**src/rtl/regfile_wb_arb.sv**
```systemverilog
// Two-source writeback arbiter driving a single register-file write port (one write per cycle).
// Define WB_RR_EN for round-robin arbitration; the default build uses fixed priority A over B.
module regfile_wb_arb #(
    parameter int ADDR_SIZE = 5,
    parameter int WORD_SIZE = 32
) (
    input  logic                 clk,
    input  logic                 rst_n,
    input  logic                 a_valid,
    output logic                 a_ready,
    input  logic [ADDR_SIZE-1:0] a_addr,
    input  logic [WORD_SIZE-1:0] a_data,
    input  logic                 b_valid,
    output logic                 b_ready,
    input  logic [ADDR_SIZE-1:0] b_addr,
    input  logic [WORD_SIZE-1:0] b_data,
    output logic                 d_we,
    output logic [ADDR_SIZE-1:0] d_addr,
    output logic [WORD_SIZE-1:0] d_data,
    output logic [7:0]           conf_cnt
);

    logic prio;
    logic grant_a;
    logic grant_b;
    logic both_valid;

    assign both_valid = a_valid && b_valid;

    // Readies are gated by reset so nothing is handshaken while the block is held.
    always_comb begin
        grant_a = 1'b0;
        grant_b = 1'b0;
        if (rst_n) begin
            grant_a = a_valid && (!b_valid || !prio);
            grant_b = b_valid && (!a_valid ||  prio);
        end
    end

    assign a_ready = grant_a;
    assign b_ready = grant_b;

    always_ff @(posedge clk) begin
        if (!rst_n) begin
            d_we     <= 1'b0;
            d_addr   <= '0;
            d_data   <= '0;
            prio     <= 1'b0;
            conf_cnt <= 8'd0;
        end else begin
            // Address 0 is accepted but never written, as r0 is hardwired.
            if (grant_a) begin
                d_we   <= (a_addr != '0);
                d_addr <= a_addr;
                d_data <= a_data;
            end else if (grant_b) begin
                d_we   <= (b_addr != '0);
                d_addr <= b_addr;
                d_data <= b_data;
            end else begin
                d_we   <= 1'b0;
            end

            if (both_valid && (conf_cnt != 8'hFF)) begin
                conf_cnt <= conf_cnt + 8'd1;
            end

`ifdef WB_RR_EN
            if (both_valid) begin
                prio <= grant_a;
            end
`else
            prio <= 1'b0;
`endif
        end
    end

endmodule

```
**config.mk**
```make
export PLATFORM = sky130hd
export DESIGN_NAME = regfile_wb_arb
export DESIGN_NICKNAME = d
export VERILOG_FILES = /design/src/rtl/regfile_wb_arb.sv
export SDC_FILE = /design/constraint.sdc
export NUM_CORES = 1
export LEC_CHECK = 0
export CAP_MARGIN = 10
export CORE_ASPECT_RATIO = 1.25
export CORE_MARGIN = 2
export CORE_UTILIZATION = 30
export DETAILED_ROUTE_END_ITERATION = 10
export GPL_TIMING_DRIVEN = 1
export PLACE_DENSITY = 0.75
export RECOVER_POWER = 100
export SLEW_MARGIN = 20
export SYNTH_ARGS = -nofsm -noshare
export SYNTH_HDL_FRONTEND = slang
export SYNTH_SLANG_ARGS = --single-unit
```
**constraint.sdc**
```tcl
create_clock -name clk -period 1.3 [get_ports clk]
set_input_delay 0.26 -clock clk [delete_from_list [all_inputs] [get_ports clk]]
set_output_delay 0.26 -clock clk [all_outputs]
set_load 0.02 [all_outputs]
```
# Word-level counts from Yosys, hierarchy flattened
# Cells that the tools add are included.
dict set report word_totals {
  reg_bits 46
  inputBits 78
  output_inout_bits 48
  wordCells 21
}
dict set report op_classes {
  addsub 1
  eq_ne 1
  muxes 8
  n_reduce_logical 7
}
# op count
set op_table {}
lappend op_table {{two-way mux 32 bit} 2}
lappend op_table {{two-way mux 5 bit} 2}
lappend op_table {{nonzero test 5 bit} 2}
lappend op_table {{adder 8 x 1 -> 8 bit, second input constant} 1}
lappend op_table {{!= test 8 bit, second input constant} 1}
lappend op_table {{two-way mux 1 bit} 4}
lappend op_table {{logical AND 1 bit} 3}
lappend op_table {{nonzero test 2 bit} 1}
lappend op_table {{zero test 1 bit} 1}

# Longest topological paths before layout
# Gate-level depths: netlist of the first run.
dict set report depth {
  ltp_word 5
  depth_mapped 5
  depth_no_buf 4
}

# Least setup slack after synthesis of the first run
# OpenSTA, ideal clock, no wires.
dict set report synth_timing {
  path_type {flip-flop to flip-flop}
  startpoint {register conf_cnt[0]}
  endpoint {register conf_cnt[4]}
  arrival_ns 1.271
  required_ns 1.209
  slack_ns -0.062
  path_stages_with_launch 5
  n_path_buf 0
  period_less_slack_ns 1.362
  path_cell_list {dfxtp_1 ha_1 and4_1 a21boi_0 a311oi_1}
}
dict set report synth_via {
  elab_chain_cells 2
  elab_cells_between_ends 3
}
# element line
set synth_lines {}
lappend synth_lines {{start: declaration} 20} ;# output logic [7:0] conf_cnt
lappend synth_lines {{start signal: assignment} 65} ;# conf_cnt <= conf_cnt + 8'd1;
lappend synth_lines {{parallel branches: the longest is 2 deep, another holds adder 8 x 1 -> 8 bit} n/a}
# Several ways; the timed one is not identified.
# A chain may end at the register's enable or synchronous reset.

# Worst setup path after layout of the first run
dict set report layout_timing {
  startpoint {register conf_cnt[0]}
  endpoint {output conf_cnt[0]}
}
# No word-level cell between the ends.

==> results of run 1 <==
stage by stage:
step / cell area [um2] / cells
after detailed placement: 3710 / 442
after floorplan: 2290 / 221
after global routing: 3710 / 448
after global placement: 3710 / 442
final: 3710 / 448
after CTS: 3730 / 448
cell usage in the layout (no fill, tap or decap), types with 3 or more instances in the layout:
cell and instances:
dlygate4sd2_1 45, nand4_1 3, buf_4 20, nor2_1 37
dfxtp_1 44, clkbuf_2 6, a21oi_1 4, mux2_2 37
clkbuf_8 6, clkdlybuf4s50_1 74, nand2_1 8, mux2i_1 39
cells by family after synthesis:
logic type,Yosys count
buf+inv,20
compound gates,16
fa+ha+maj,1
flops,46
simple gates,62
mux,76
report_power, final:
group,switching (mW),internal (mW),leakage [nW],total (mW)
Sequential,0.0394,1.50,0.381,1.54
Combinational,0.351,0.485,1.33,0.836
Clock,0.454,0.411,0.0431,0.865
worst register-to-register path: cells and delay by family, from the launching register on:
family | cells | cell delay (ns)
AOI/OAI and AO/OA | 1 | 0.26
adders and majority gates | 1 | 0.21
DFF | 1 | 0.37
and+or+nand+nor | 2 | 0.34
cells in the mapped netlist (2+ instances only):
cell / n / area (um2)
o21ai_0: 2 / 10.0
mux2i_1: 39 / 390
nand2_1: 8 / 30.0
buf_6: 7 / 78.8
a311oi_1: 2 / 17.5
buf_2: 5 / 25.0
nor2_1: 37 / 139
nand4_1: 3 / 18.8
dfxtp_1: 46 / 921
o211a_1: 2 / 20.0
a41o_1: 2 / 20.0
clkbuf_1: 4 / 15.0
a21oi_1: 4 / 20.0
mux2_2: 37 / 417
or4_1: 2 / 15.0
nand3_1: 2 / 10.0
buf_4: 3 / 22.5
and4_1: 2 / 17.5
flip-flops by register name (all words and copies together), names as in the netlist:
| register | flops |
|---|---|
| d_we | 1 |
| d_addr | 5 |
| d_data | 32 |
| conf_cnt | 8 |
worst max-delay path by stage:
| stage | to |
|---|---|
| final | conf_cnt[0] |
| after global routing | conf_cnt[4]$_SDFFE_PN0P_ |
| after CTS | conf_cnt[3]$_SDFFE_PN0P_ |
| after detailed placement | b_ready |
| after global placement | b_ready |
| after floorplan | conf_cnt[7]$_SDFFE_PN0P_ |
metal layers:
metal / vias up / track usage (%) / wire length [um]
li1: 1047 / - / -
met1: 980 / 17.1 / 2640
met2: 80 / 26.6 / 3090
met3: 2 / 4.01 / 490
met4: 0 / 3.46 / 28
met5: - / 0 / 0
layout make-up:
cell class              instances  area [um2]  share of cell area [%]
flip-flops and latches         46         923                    24.9
multi-input cells             155        1230                    33.2
well taps                      92         115                    3.10
repair buffers                148        1360                    36.5
inverters                       1        3.75                   0.101
clock buffers                   6        82.6                    2.22
what timing repair did:
action	4_1_cts	5_1_grt
pin swaps	1	0
gates resized for setup	56	6
endpoints found under the setup margin	51	9
hold buffers	0	0
==> results.py, run 1 <==
metrics = {
    "synth": {
        "synth_xor_area_share_pct": 0,
        "synth_ff_type": "dfxtp_1",
        "synth_area_per_cell_um2": 10.4,
        "synth-edff-count": 0,
        "netlist_area_mm2": 0.00229,
        "synth_cell_types": 32,
        "synth_compound_area_share_pct": 5.24,
        "yosys.area_share.adder_pct": 0.546,
        "synth.mux.area_fraction_pct": 35.2,
        "async_flop_share_pct": 0,
        "synth-seq-cells": 46,
        "seq_area_frac_synth_pct": 40.2,
        "synth_cells": 221,
        "synth_top_family_by_area": "multiplexers",
        "synth_simple_gate_area_share_pct": 12.5,
        "syn_nets": 300,
        "yosys_warnings": 0,
    },
    "power_and_ir_drop": {
        "power.total_mw": 3.24,
        "p_per_area_mw_per_mm2": 872,
        "vdd_ir_drop_max_mv": 0.527,
        "leakage_nw": 1.76,
    },
    "routing": {
        "drc": 0,
        "vias": 2109,
        "first_pass_iters": 4,
        "ant_nets": 0,
        "detail_route.vias_per_cell": 4.71,
        "routed_wl_mm": 6.25,
        "wire_per_inst_um": 13.9,
        "drtIter0Drc": 53,
    },
    "min_path": {
        "hold_class": "flip-flop to flip-flop",
        "hold_start": "conf_cnt[0]$_SDFFE_PN0P_",
        "hold_end": "conf_cnt[0]$_SDFFE_PN0P_",
        "min_path_cells": 2,
    },
    "floorplan": {
        "num_io_pins": 126,
        "die_h_um": 102,
        "die_x_um": 82.2,
        "start_util_pct": 31.0,
        "dieArea_mm2": 0.00836,
        "core_area_mm2": 0.00740,
        "core.rowCount": 35,
    },
    "worst_setup_path": {
        "endpoint_kind": "output port",
        "critical_path_depth": 1,
        "crit_path_max_fanout": 5,
        "worstSetupPathType": "flip-flop to output port",
        "slowest_stage": "dfxtp_2",
        "cpPeakStageDelay_ns": 0.37,
        "path_buf_inv": 1,
        "reg2reg_to": "conf_cnt[3]$_SDFFE_PN0P_",
        "cp_top_family": "flip-flops",
        "cp-startpoint": "conf_cnt[0]$_SDFFE_PN0P_",
        "crit_path_cell_trace": "dlygate4sd2_1",
        "required_ns": 1.04,
        "r2r_cells": 4,
        "startpoint_type": "flip-flop",
        "r2r-start": "conf_cnt[0]$_SDFFE_PN0P_",
        "reg2reg_slack_ns": 0.04,
        "worstPathArrival_ns": 1.00,
    },
    "placement": {
        "globalplace.congestion": 0.813,
        "portBuffers": 125,
        "dp.final_hpwl_mm": 4.86,
        "post-place-ws_ns": -0.521,
    },
    "grt": {
        "grt_pass1_vias": 2116,
        "grt.total_usage_pct": 14.8,
        "antenna_found_initial": 0,
        "grt.overflow.total": 0,
        "grt_max_degree": 25,
        "grt_pass1_wl_mm": 9.60,
    },
    "finish": {
        "area_delta_synth_final_pct": 62.0,
        "final_nets": 436,
        "layout-drive-gt1-share_pct": 21.6,
        "fillers": 708,
        "final_util_pct": 50.2,
        "antenna_cells": 0,
    },
    "timing": {
        "slew-limit-headroom_pct": 68.9,
        "slew_viol_final": 0,
        "rsz0062_at_grt": "true",
        "setup_viol_count_final": 0,
        "worst_slew_pin_slew_ns": 0.466,
        "fin_crit_sh_pct": 97.3,
        "hold_viol_final": 0,
        "clock_skew_ns": 0.00517,
        "hold_ws_ns": 0.483,
        "fmax_mhz": 791,
        "setup_ws_ns": 0.0356,
        "period_needed_ns": 1.26,
        "setup_tns_ns": 0,
    },
    "clock_tree": {
        "cts_setup_buffers": 0,
        "cts_tree": "done",
        "htree_levels": 2,
        "cts_root_buffer": "clkbuf_8",
        "cts.sinks": 46,
        "ctsLongestPathBuffers": 2,
        "cts_inserted_buffers": 5,
        "cts.clk_slew.worst_paths_ns": 0.08,
        "clk_latency_ns": 0.29,
    },
    "run": {
        "timing.max_cap.violations": 0,
    },
    "outcome": {
        "outcome": "finished, final reports clean",
    },
}
Power figures use the tool's default switching activity.
==> run 2, diff against run 1 <==
--- a/config.mk
+++ b/config.mk
@@ -5,7 +5,7 @@
 export SDC_FILE = /design/constraint.sdc
 export NUM_CORES = 1
 export LEC_CHECK = 0
-export CAP_MARGIN = 10
+export CAP_MARGIN = 20
 export CORE_ASPECT_RATIO = 1.25
 export CORE_MARGIN = 2
 export CORE_UTILIZATION = 30
==> results of run 2 <==
No change in the layout: final DEF, timing and power equal those of run 1.
==> run 3, diff against run 2 <==
--- a/config.mk
+++ b/config.mk
@@ -13,6 +13,7 @@
 export GPL_TIMING_DRIVEN = 1
 export PLACE_DENSITY = 0.75
 export RECOVER_POWER = 100
+export REMOVE_ABC_BUFFERS = 1
 export SLEW_MARGIN = 20
 export SYNTH_ARGS = -nofsm -noshare
 export SYNTH_HDL_FRONTEND = slang
==> results.py, run 3 (synthesized netlist as in run 1, its figures left out) <==
metrics = {
    "timing": {
        "fmax_mhz": 794,
        "period_needed_ns": 1.26,
        "worst_slew_pin_slew_ns": 0.468,
        "setup_ws_ns": 0.0409,
        "slew-limit-headroom_pct": 68.8,
        "rsz0062_at_grt": "false",
        "slew_viol_final": 0,
        "clock_skew_ns": 0.00345,
        "setup_viol_count_final": 0,
        "setup_tns_ns": 0,
        "fin_crit_sh_pct": 96.9,
        "hold_viol_final": 0,
        "hold_ws_ns": 0.423,
    },
    "worst_setup_path": {
        "worstPathArrival_ns": 1.00,
        "r2r-start": "conf_cnt[1]$_SDFFE_PN0P_",
        "cpPeakStageDelay_ns": 0.36,
        "cp-startpoint": "conf_cnt[5]$_SDFFE_PN0P_",
        "required_ns": 1.04,
        "endpoint_kind": "output port",
        "worstSetupPathType": "flip-flop to output port",
        "crit_path_max_fanout": 3,
        "slowest_stage": "dfxtp_1",
        "crit_path_cell_trace": "dlygate4sd2_1",
        "cp_top_family": "flip-flops",
        "startpoint_type": "flip-flop",
        "path_buf_inv": 1,
    },
    "clock_tree": {
        "cts_inserted_buffers": 5,
        "htree_levels": 2,
        "clk_latency_ns": 0.29,
        "cts_tree": "done",
        "ctsLongestPathBuffers": 2,
        "cts.sinks": 46,
        "cts_root_buffer": "clkbuf_8",
        "cts.hold.buffers_added": 0,
        "cts.clk_slew.worst_paths_ns": 0.09,
    },
    "floorplan": {
        "dieArea_mm2": 0.00836,
        "core_area_mm2": 0.00740,
        "die_x_um": 82.2,
        "num_io_pins": 126,
        "start_util_pct": 31.0,
        "core.rowCount": 35,
        "die_h_um": 102,
    },
    "routing": {
        "drtIter0Drc": 74,
        "wire_per_inst_um": 14.2,
        "first_pass_iters": 4,
        "drc": 0,
        "vias": 2121,
        "ant_nets": 0,
        "detail_route.vias_per_cell": 4.71,
        "routed_wl_mm": 6.41,
    },
    "finish": {
        "final_util_pct": 50.7,
        "mostFrequentLayoutCell": "clkdlybuf4s50_1",
        "final_nets": 436,
        "area_delta_synth_final_pct": 63.5,
        "top_regs": "d_data: 32 flops, conf_cnt: 8 flops, d_addr: 5 flops",
        "multi_input_area_mm2": 0.00124,
        "regMostFlops": "d_data",
        "final_cell_mix": "clkdlybuf4s50_1 (74), dfxtp_1 (44), dlygate4sd2_1 (42)",
        "largest_reg_flops": 32,
        "fillers": 712,
        "regArea_um2": 926,
        "antenna_cells": 0,
        "layout-drive-gt1-share_pct": 21.5,
    },
    "placement": {
        "globalplace.congestion": 0.855,
        "portBuffers": 125,
        "dp.final_hpwl_mm": 4.93,
        "post-place-ws_ns": -0.569,
    },
    "grt": {
        "antenna_found_initial": 0,
        "grt_pass1_wl_mm": 10.3,
        "grt_pass1_vias": 2221,
        "grt.overflow.total": 0,
        "grt.total_usage_pct": 15.8,
        "grt_max_degree": 25,
    },
    "min_path": {
        "hold_class": "primary input to flip-flop",
        "hold_start": "b_valid",
    },
    "power_and_ir_drop": {
        "leakage_nw": 1.75,
        "p_per_area_mw_per_mm2": 912,
        "power.total_mw": 3.42,
        "vdd_ir_drop_max_mv": 0.532,
    },
    "run": {
        "timing.max_cap.violations": 0,
    },
    "outcome": {
        "outcome": "finished, final reports clean",
    },
}
==> run 3: per-layer routing <==
metal / routed length [um] / track usage (%) / vias to the layer above
li1: - / - / 1055
met1: 2400 / 17.7 / 988
met2: 3490 / 28.6 / 69
met3: 392 / 4.01 / 9
met4: 131 / 5.38 / 0
met5: 0 / 0 / -
==> run 3: repair_timing <==
item                       4_1_cts  5_1_grt
pin swaps                        0        1
setup endpoints to repair       51        6
setup buffers                    0        0
gates cloned                     0        0
resized for setup               63        9
==> run 3: stage by stage <==
| step | instances | instance area [um2] |
|---|---|---|
| floorplan | 202 | 2150 |
| global placement | 442 | 3700 |
| detailed placement | 442 | 3700 |
| CTS | 450 | 3760 |
| global route | 450 | 3750 |
| finish | 450 | 3750 |
==> run 3: final cells by class <==
| cell class | count | share of cell area [%] |
|---|---|---|
| Tap cell | 92 | 3.07 |
| Timing Repair Buffer | 148 | 36.1 |
| Inverter | 1 | 0.100 |
| Clock inverter | 1 | 0.801 |
| Sequential cell | 46 | 24.7 |
| Multi-Input combinational cell | 155 | 33.1 |
| Clock buffer | 7 | 2.04 |
==> run 3: worst paths after layout <==
| check | slack (ns) | depth (start not counted) | end |
|---|---|---|---|
| worst min-delay path | 0.42 | 4 | d_we$_SDFF_PN0_ |
| worst max register to register | 0.06 | 4 | conf_cnt[7]$_SDFFE_PN0P_ |
| worst min register to register | 0.62 | 3 | d_data[23]$_SDFFE_PN0P_ |
| worst max-delay path | 0.04 | 1 | conf_cnt[5] |
==> run 3: power by group <==
group	internal (mW)	switching, mW
combinational	0.487	0.355
sequential	1.50	0.0405
clock	0.576	0.463
total	2.56	0.858
